[config.mk]
export PLATFORM = sky130hd
export DESIGN_NAME = commit_fence_sequencer
export DESIGN_NICKNAME = d
export VERILOG_FILES = /design/src/rtl/commit_fence_sequencer.sv
export SDC_FILE = /design/constraint.sdc
export NUM_CORES = 1
export LEC_CHECK = 0
export BUFFER_PORTS_ARGS = -buffer_cell sky130_fd_sc_hd__buf_2
export CAP_MARGIN = 15
export CORE_ASPECT_RATIO = 1.1
export CORE_UTILIZATION = 59
export DETAILED_ROUTE_END_ITERATION = 12
export MAX_ROUTING_LAYER = met4
export PLACE_DENSITY = 0.92
export REMOVE_ABC_BUFFERS = 1
export SYNTH_ARGS = -nofsm -noshare
export SYNTH_HDL_FRONTEND = slang
export SYNTH_SLANG_ARGS = --single-unit
[constraint.sdc]
create_clock -name clk_i -period 3.8 [get_ports clk_i]
set_input_delay 0.38 -clock clk_i [delete_from_list [all_inputs] [get_ports clk_i]]
set_output_delay 0.38 -clock clk_i [all_outputs]
set_load 0.01 [all_outputs]
[src/rtl/commit_fence_sequencer.sv]
// Sequences store drain, D$/I$/TLB flushes and the pipeline flush for fence-class ops at commit.
// Outputs decode from registered state; done_o alone is also gated by req_valid_i in DONE.
module commit_fence_sequencer #(
   parameter int unsigned TimeoutCycles = 1024,
   parameter int unsigned CntWidth      = $clog2(TimeoutCycles)
) (
   input  logic       clk_i,
   input  logic       rst_ni,
   input  logic       req_valid_i,
   input  logic [1:0] req_op_i,
   input  logic       halt_i,
   input  logic       no_st_pending_i,
   output logic       dcache_flush_o,
   input  logic       dcache_flush_ack_i,
   output logic       icache_flush_o,
   output logic       tlb_flush_o,
   output logic       flush_pipeline_o,
   output logic       done_o,
   output logic       busy_o,
   output logic       timeout_o
);

   typedef enum logic [2:0] {
      StIdle,
      StDrain,
      StDflush,
      StIflush,
      StTlb,
      StDone
   } state_e;

   localparam logic [1:0] OpFence  = 2'b00;
   localparam logic [1:0] OpFenceI = 2'b01;
   localparam logic [1:0] OpSfence = 2'b10;

   localparam logic [CntWidth-1:0] WdLast = CntWidth'(TimeoutCycles - 1);

   state_e              state_q, state_d;
   logic [1:0]          op_q;
   logic [CntWidth-1:0] cnt_q;
   logic                fired_q;
   logic                wd_active;
   logic                wd_enter;
   logic                wd_hit;

   always_comb begin
      state_d = state_q;
      case (state_q)
         StIdle: begin
            if (req_valid_i && !halt_i) state_d = StDrain;
         end
         StDrain: begin
            if (!req_valid_i) begin
               state_d = StIdle;
            end else if (no_st_pending_i) begin
               state_d = (op_q == OpSfence) ? StTlb : StDflush;
            end
         end
         StDflush: begin
            if (dcache_flush_ack_i) state_d = (op_q == OpFenceI) ? StIflush : StDone;
         end
         StIflush: state_d = StDone;
         StTlb:    state_d = StDone;
         StDone:   state_d = StIdle;
         default:  state_d = StIdle;
      endcase
   end

   assign wd_active = (state_q == StDrain) || (state_q == StDflush);
   assign wd_enter  = (state_d != state_q) && ((state_d == StDrain) || (state_d == StDflush));
   // One pulse per state visit: fired_q holds off repeats once the counter saturates.
   assign wd_hit    = wd_active && (cnt_q == WdLast) && !fired_q;

   always_ff @(posedge clk_i) begin
      if (!rst_ni) begin
         state_q <= StIdle;
         op_q    <= OpFence;
         cnt_q   <= '0;
         fired_q <= 1'b0;
      end else begin
         state_q <= state_d;
         if (state_q == StIdle && state_d == StDrain) op_q <= req_op_i;
         if (wd_enter) begin
            cnt_q   <= '0;
            fired_q <= 1'b0;
         end else if (wd_active) begin
            if (cnt_q != WdLast) cnt_q <= cnt_q + CntWidth'(1);
            else                 fired_q <= 1'b1;
         end
      end
   end

   assign dcache_flush_o   = (state_q == StDflush);
   assign icache_flush_o   = (state_q == StIflush);
   assign tlb_flush_o      = (state_q == StTlb);
   assign flush_pipeline_o = (state_q == StDone);
   assign done_o           = (state_q == StDone) && req_valid_i;
   assign busy_o           = (state_q != StIdle);
   assign timeout_o        = wd_hit;

endmodule

## Word level (Yosys, flattened, before mapping)

Cells that the tools add are included.

| operators by class | value |
|---|---|
| add/subtract/negate cells | 1 |
| equality and inequality tests | 12 |
| reduce and logical (&&, ||, !) cells | 16 |
| bitwise gates (word level) | 2 |
| multiplexer cells | 7 |

Operators by type and width:

| cell | number |
|---|---|
| 3-bit two-way mux | 6 |
| 3-bit case mux with 4 select lines | 1 |
| 10-bit by 1-bit adder with 10-bit output (second input constant) | 1 |
| 10-bit equality test (second input constant) | 1 |
| 10-bit inequality test (second input constant) | 1 |
| 3-bit by 2-bit equality test with 1-bit output (second input constant) | 3 |
| 3-bit by 1-bit equality test with 1-bit output (second input constant) | 2 |
| 3-bit equality test (second input constant) | 2 |
| 1-bit logical AND | 6 |
| 2-bit AND reduction | 2 |
| 2-bit OR reduction | 2 |
| 3-bit logical NOT | 1 |
| 3-bit inequality test | 1 |
| 3-bit nonzero test | 1 |
| 2-bit by 1-bit equality test with 1-bit output (second input constant) | 1 |
| 2-bit equality test (second input constant) | 1 |
| 1-bit logical NOT | 2 |
| 1-bit logical OR | 2 |
| 1-bit inverter | 2 |

| word-level totals | value |
|---|---|
| input port bits | 8 |
| word-level logic and storage cells | 42 |
| bits in registers | 16 |
| output and inout port bits | 7 |

## Longest topological paths before layout

Gate-level depths: netlist of run 1.

| depth | value |
|---|---|
| depth after elaboration | 9 |
| depth in mapped cells | 7 |
| depth with buffers taken out | 6 |

## Worst setup path before layout of run 1

OpenSTA, ideal clock, no wires.

| timing path | value |
|---|---|
| kind | reg-to-reg |
| start | register op_q[1] |
| end | register cnt_q[0] |
| cell stages (with the launch flop) | 7 |
| buffers on the path | 1 |
| arrival | 1.625 ns |
| required time | 3.667 ns |
| setup slack | 2.043 ns |
| setup time | 0.133 ns |
| clock period less this slack | 1.757 ns |
| cell sequence | dfxtp_1 > or3b_1 > a32o_1 > o2111a_1 > a311oi_2 > buf_6 > a21oi_1 |

| between the ends | value |
|---|---|
| cells in the longest elaborated chain, start to end | 9 |
| elaborated cells on any way between the ends | 14 |
| classes of those cells | eq/ne (5); mux (6); reduce/logical (3) |

RTL lines:

| what | RTL line | source |
|---|---|---|
| start: declaration | 39 | `logic [1:0] op_q;` |
| start signal: assignment | 77 | `op_q <= OpFence;` |
| start signal: assignment | 82 | `if (state_q == StIdle && state_d == StDrain) op_q <= req_op_i;` |
| 2-bit equality test | 56 | `state_d = (op_q == OpSfence) ? StTlb : StDflush;` |
| 3-bit two-way mux | 56 |  |
| 3-bit two-way mux | 55 | `end else if (no_st_pending_i) begin` |
| 3-bit two-way mux | 53 | `if (!req_valid_i) begin` |
| 3-bit case mux with 4 select lines (*) | 48 | `case (state_q)` |
| 3-bit by 1-bit equality test with 1-bit output or 3-bit by 2-bit equality test with 1-bit output (tied branches) | 70 | `assign wd_enter = (state_d != state_q) && ((state_d == StDrain) \|\| (state_d == StDflush));` |
| 1-bit logical OR | 70 |  |
| 1-bit logical AND (*) | 70 |  |
| 2-bit OR reduction (no source line) (*) | - |  |
| end signal: assignment | 87 | `if (cnt_q != WdLast) cnt_q <= cnt_q + CntWidth'(1);` |
| end: declaration | 40 | `logic [CntWidth-1:0] cnt_q;` |

Mark *: on every way between the ends. The rest lies on a longest branch, timed or not.
A chain may end at the register's enable or synchronous reset.

## Final worst setup path of run 1

| timing path | value |
|---|---|
| start | register state_q[2] |
| end | register cnt_q[8] |

| between the ends | value |
|---|---|
| cells in the longest elaborated chain, start to end | 7 |
| elaborated cells on any way between the ends | 19 |
| classes of those cells | eq/ne (7); mux (5); reduce/logical (7) |

RTL lines:

| what | RTL line | source |
|---|---|---|
| start: declaration | 38 | `state_e state_q, state_d;` |
| start signal: assignment | 76 | `state_q <= StIdle;` |
| start signal: assignment | 81 | `state_q <= state_d;` |
| 3-bit by 2-bit equality test with 1-bit output (tied with other cells) | 48 |  |
| 2-bit OR reduction (no source line) or 3-bit two-way mux (tied branches) | - |  |
| 3-bit case mux with 4 select lines | 48 |  |
| 3-bit by 1-bit equality test with 1-bit output or 3-bit by 2-bit equality test with 1-bit output (tied branches) | 70 |  |
| 1-bit logical OR | 70 |  |
| 1-bit logical AND | 70 |  |
| 2-bit OR reduction (no source line) | - |  |

Several ways; a longest one is shown, not always the timed one.

==> flow_metrics.py, run 1 <==
metrics = {
    "power_and_ir_drop": {
        "power_density_mw_per_mm2": 319,
        "p_leak_uw": 0.000430,
        "ir_drop_uv": 311,
    },
    "detailed_routing": {
        "viasPerCell": 6.01,
        "ant_nets": 0,
        "first_pass_iters": 6,
        "drtIter0Drc": 10,
        "wl_mm": 1.99,
        "drcViolationCount": 0,
        "wire_per_inst_um": 13.6,
        "vias": 884,
    },
    "yosys": {
        "yosysWarnings": 0,
        "synth_edf_count": 0,
        "synthArstFlopShare_pct": 0,
        "synth_most_common_cell": "dfxtp_1",
        "synth_area_per_cell_sq_um": 8.32,
        "synth_common_cells": "16 x dfxtp_1, 15 x a21oi_1, 9 x nand2_1",
        "ys_top_cells_by_area": "dfxtp_1 33%, a21oi_1 7.7%, mux2i_1 4.1%, nand3_1 3.6%, xor2_1 3.6%",
        "syn_area_sq_um": 973,
        "ys.flop_type": "dfxtp_1",
        "syn_inst": 117,
        "yosys.area.top_type": "dfxtp_1",
        "yosysUniqueCellTypes": 40,
        "yosysTopAreaCellShare_pct": 32.9,
        "synth-seq-area-share_pct": 32.9,
        "synth_seq_cells": 16,
    },
    "global_route": {
        "grt_overflow": 0,
        "grt_usage_pct": 24.4,
        "grt_max_degree": 17,
        "grt_pass1_vias": 744,
        "grt_pass1_wl_mm": 2.93,
        "antenna_found_initial": 0,
    },
    "sta": {
        "post-route-period-util_pct": 62.3,
        "rsz0062_at_grt": "no",
        "relSlewSlack_pct": 26.3,
        "timing.final.crit_period_ns": 2.37,
        "finalSetupViolCount": 0,
        "tns_ns": 0,
        "tightest_slew_ns": 1.09,
        "slew_viol_final": 0,
        "final_hold_viol_count": 0,
        "finClkSkew_ns": 0.00161,
        "max_freq_mhz": 422,
    },
    "setup_path": {
        "endpoint_kind": "register",
        "required_ns": 3.92,
        "r2r-end": "cnt_q[8]",
        "path_max_fanout": 16,
        "r2r-start": "state_q[2]",
        "start_kind": "register",
        "critPathMaxStageDelay_ns": 0.62,
        "critical-path-slowest-cell": "dfxtp_1",
        "crit_chain": "and4bb_2 -> a32o_1 -> o2111a_1 -> a311oi_2 -> a221oi_1",
        "r2r_cells": 5,
        "arrival_ns": 2.49,
        "crit_type": "reg2reg",
        "regToRegSetupSlack_ns": 1.43,
    },
    "hold_path": {
        "hp-start": "req_op_i[1]",
        "holdPathEnd": "op_q[1]",
        "hold-path-cell-count": 3,
        "min_path_type": "in2reg",
    },
    "layout": {
        "antenna_cells": 0,
        "fillCellCount": 133,
        "final_util_pct": 68.7,
        "drive_above_1_share_pct": 17.7,
        "final_nets": 140,
        "area_growth_pct": 9.90,
    },
    "floorplanning": {
        "dieArea_sq_mm": 0.00182,
        "coreArea_sq_mm": 0.00156,
        "start_util_pct": 62.5,
        "die_h_um": 44.6,
        "top_level_ports": 15,
        "rows": 15,
        "chipWidth_um": 40.7,
    },
    "clock_tree": {
        "worstSkewPairLatency_ns": 0.29,
        "cts.htree.levels": 1,
        "cts_root_buf": "clkbuf_4",
        "clockBufferDepth": 2,
        "post_cts_buffers": 0,
        "cts_hold_buf": 0,
        "cts_tree": "built",
        "cts_sinks": 16,
        "cts_resized": 0,
        "clkTransAtPathRegs_ns": 0.09,
        "numCtsBuffers": 3,
    },
    "flow_run": {
        "maxCapViolations": 0,
    },
    "run_status": {
        "status": "completed",
    },
    "placed_design": {
        "gp_congestion": 0.769,
        "hpwl_mm": 1.49,
        "io_buffers": 14,
    },
}
==> logic make-up after synthesis <==
logic type                 synth area share [%]
DFF                                        32.9
muxes                                      4.11
AOI/OAI and AO/OA                          19.4
buffers and inverters                      4.76
adders and majority gates                  1.29
xor gates and xnor gates                   6.30
and+or+nand+nor                            31.2
==> state kept, by name, indices dropped and copies added (netlist names) <==
register	cells
op_q	2
fired_q	1
cnt_q	10
state_q	3
==> layer usage <==
layer | vias up | global-route usage (%) | routed length, um
li1 | 452 | - | -
met4 | 0 | 14.0 | 46
met3 | 4 | 3.02 | 77
met5 | - | - | 0
met2 | 29 | 38.7 | 929
met1 | 399 | 28.4 | 938
==> how the worst max path moves through the flow <==
stage                           from       end  slack, ns
after floorplan           state_q[2]  cnt_q[8]       1.74
after global placement    state_q[2]  cnt_q[8]       1.50
after detailed placement  state_q[2]  cnt_q[8]       1.47
after CTS                 state_q[2]  cnt_q[8]       1.47
after global routing      state_q[2]  cnt_q[8]       1.31
final                     state_q[2]  cnt_q[8]       1.43
==> through the flow <==
step	power [uW]	cell area, sq um	cells	worst slack, ns	hold WS (ns)
6_report	342	1070	147	1.43	0.319
5_1_grt	355	1070	147	1.31	0.352
4_1_cts	345	1070	147	1.47	0.320
3_5_place_dp	234	1030	143	1.47	0.507
3_3_place_gp	232	1030	143	1.50	0.492
2_1_floorplan	219	942	112	1.74	0.469
==> power by group <==
| part | switching, uW | total (uW) | internal, uW |
|---|---|---|---|
| registers | 8.17 | 181 | 173 |
| clock network | 52.2 | 111 | 58.4 |
| logic | 28.0 | 49.6 | 21.6 |
| total | 88.4 | 342 | 253 |
==> layout make-up <==
class / instances / area, sq um / area share [%]
Clock buffer: 4 / 36.3 / 3.39
Tap cell: 17 / 21.3 / 1.99
Timing Repair Buffer: 14 / 70.1 / 6.55
Inverter: 4 / 15.0 / 1.40
Sequential cell: 16 / 320 / 29.9
Multi-Input combinational cell: 92 / 607 / 56.7
==> critical path, delay by kind of cell, from the launching register on <==
| kind | cells | cell delay, ns |
|---|---|---|
| AOI/OAI and AO/OA | 4 | 1.26 |
| and+or+nand+nor | 1 | 0.31 |
| DFF | 1 | 0.62 |
==> cell usage in the layout (no fill, tap or decap), drive strengths merged, types with 3 or more instances in the layout <==
cell type | Yosys | layout
a21oi | 15 | 15
a221oi | 3 | 3
and2 | 3 | 3
buf | 3 | 14
clkbuf | 2 | 4
dfxtp | 16 | 16
inv | 4 | 4
mux2i | 4 | 4
nand2 | 9 | 9
nand3 | 7 | 7
nor2 | 6 | 6
nor2b | 3 | 3
nor3 | 5 | 5
o21ai | 5 | 5
xnor2 | 3 | 3
xor2 | 4 | 4
No activity file was read; power rests on OpenSTA's default activity.
==> run 2, diff against run 1 <==
--- a/config.mk
+++ b/config.mk
@@ -8,10 +8,10 @@
 export BUFFER_PORTS_ARGS = -buffer_cell sky130_fd_sc_hd__buf_2
 export CAP_MARGIN = 15
 export CORE_ASPECT_RATIO = 1.1
-export CORE_UTILIZATION = 59
+export CORE_UTILIZATION = 54
 export DETAILED_ROUTE_END_ITERATION = 12
 export MAX_ROUTING_LAYER = met4
-export PLACE_DENSITY = 0.92
+export PLACE_DENSITY = 0.86
 export REMOVE_ABC_BUFFERS = 1
 export SYNTH_ARGS = -nofsm -noshare
 export SYNTH_HDL_FRONTEND = slang
==> constraint.sdc (replaced) <==
create_clock -name clk_i -period 2.2 [get_ports clk_i]
set_input_delay 0.22 -clock clk_i [delete_from_list [all_inputs] [get_ports clk_i]]
set_output_delay 0.22 -clock clk_i [all_outputs]
set_load 0.01 [all_outputs]
==> run 2 against run 1 <==
Utilization decreased by 1.5 points; non-clock buffer count rose by 3; via count increased by 2.6%; power grew 78%; flip-flop and latch count is the same; sequential share of layout area down 0.75 points; register-to-register slack worse by 1.2 ns; clock-buffer cell count stayed put; clock power increased by 80%; sequential power increased by 72%; critical path depth up 1; largest cell class unchanged; worst setup slack got worse by 1.3 ns.
==> flow_metrics.py, run 2 (same netlist as run 1, synthesis figures left out) <==
metrics = {
    "run_status": {
        "status": "completed",
    },
    "sta": {
        "timing.final.crit_period_ns": 2.02,
        "finClkSkew_ns": 0.00488,
        "finalSetupViolCount": 0,
        "tightest_slew_ns": 0.629,
        "post-route-period-util_pct": 91.9,
        "rsz0062_at_grt": "no",
        "max_freq_mhz": 495,
        "final_hold_viol_count": 0,
        "relSlewSlack_pct": 57.6,
        "tns_ns": 0,
        "slew_viol_final": 0,
    },
    "layout": {
        "top_register": "cnt_q",
        "final_util_pct": 67.2,
        "final_nets": 143,
        "area_growth_pct": 12.7,
        "antenna_cells": 0,
        "drive_above_1_share_pct": 20.3,
        "layout_common_cells": "16 x dfxtp_1, 15 x a21oi_1, 14 x buf_2",
        "mostFrequentLayoutCell": "dfxtp_1",
        "largestRegisters": "cnt_q (10), state_q (3), op_q (2)",
        "largest_reg_flops": 10,
    },
    "setup_path": {
        "endpoint_kind": "output port",
        "start_kind": "register",
        "path_max_fanout": 5,
        "required_ns": 1.98,
        "arrival_ns": 1.80,
        "crit_type": "reg2out",
    },
    "global_route": {
        "grt_max_degree": 14,
        "grt_overflow": 0,
        "grt_usage_pct": 23.2,
        "grt_pass1_vias": 778,
        "grt_pass1_wl_mm": 3.32,
        "antenna_found_initial": 0,
    },
    "flow_run": {
        "maxCapViolations": 0,
    },
    "clock_tree": {
        "cts_root_buf": "clkbuf_4",
        "clkTransAtPathRegs_ns": 0.10,
        "worstSkewPairLatency_ns": 0.30,
        "cts_tree": "built",
        "numCtsBuffers": 3,
        "cts.htree.levels": 1,
        "cts_sinks": 16,
        "clockBufferDepth": 2,
    },
    "detailed_routing": {
        "route.met2.wl_mm": 1.04,
        "first_pass_iters": 4,
        "wl_met3_um": 161,
        "drcViolationCount": 0,
        "drtIter0Drc": 22,
        "wire_per_inst_um": 14.1,
        "wl_mm": 2.12,
        "ant_nets": 0,
        "vias": 907,
        "routed.top_layer": "met4",
        "viasPerCell": 6.05,
        "wl_met1_um": 873,
    },
    "power_and_ir_drop": {
        "seq_power_share_pct": 51.4,
        "p_leak_uw": 0.000445,
        "combinationalPowerShare_pct": 15.5,
        "p_int_uw": 443,
        "ir_drop_uv": 575,
        "switching_share_pct": 26.9,
        "p_sw_uw": 163,
        "pwr-share-clk_pct": 33.1,
        "power_density_mw_per_mm2": 553,
    },
    "floorplanning": {
        "start_util_pct": 59.6,
        "coreArea_sq_mm": 0.00163,
        "chipWidth_um": 42.5,
        "dieArea_sq_mm": 0.00198,
        "rows": 15,
        "die_h_um": 46.5,
        "top_level_ports": 15,
    },
    "hold_path": {
        "min_path_type": "in2reg",
    },
    "placed_design": {
        "gp_congestion": 0.872,
        "hpwl_mm": 1.53,
        "io_buffers": 14,
    },
}
[run 2: changes by cell type in the layout (fill, tap and decap cells not counted), sizes merged]
cell	previous run	this run
buf	14	17
[run 2: layout make-up]
class,count,area (sq um)
Clock buffer,4,36.3
Tap cell,17,21.3
Sequential cell,16,320
Timing Repair Buffer,17,92.6
Fill cell,133,536
Multi-Input combinational cell,92,612
Inverter,4,15.0
[run 2: metal layers]
layer	global-route usage [%]	up-vias
met4	7.50	0
met1	26.5	409
met3	4.71	7
met2	41.2	34
li1	-	457
met5	-	-
[run 2: stage by stage]
step | hold WS (ns) | setup slack [ns] | cells | area, sq um | total power [uW]
after global routing | 0.153 | 0.0229 | 150 | 1100 | 633
final | 0.150 | 0.178 | 150 | 1100 | 607
after detailed placement | 0.459 | 0.222 | 146 | 1060 | 412
after floorplan | 0.364 | 0.140 | 112 | 942 | 378
after CTS | 0.149 | 0.147 | 150 | 1090 | 612
after global placement | 0.452 | 0.269 | 146 | 1060 | 408
[run 2: power by group through the flow]
stage | Combinational [uW] | Clock, uW | Sequential [uW]
2_1_floorplan | 61.2 | 0 | 316
3_3_place_gp | 89.8 | 0 | 318
3_5_place_dp | 92.8 | 0 | 319
4_1_cts | 93.5 | 206 | 312
5_1_grt | 104 | 214 | 315
6_report | 94.0 | 200 | 312
[run 2: worst max-delay path, stage by stage, from the launching register on]
cell and delay (ns):
dfxtp_1 0.38, ha_1 0.21, nand3_1 0.15, nor3_2 0.43, nand2_1 0.11, nor2_1 0.09, buf_2 0.13
[run 2: repair_timing]
item,4_1_cts,5_1_grt
endpoints found under the setup margin,0,1
gates resized for setup,0,1
hold buffers,0,0
buffers inserted,0,0
[run 2: final timing paths]
check | startpoint | to | slack [ns] | cells after the start
worst max-delay path | cnt_q[0] | timeout_o | 0.18 | 6
worst min register to register | fired_q | fired_q | 0.51 | 2
worst max register to register | state_q[1] | cnt_q[8] | 0.21 | 6
worst min-delay path | req_op_i[0] | op_q[0] | 0.15 | 3
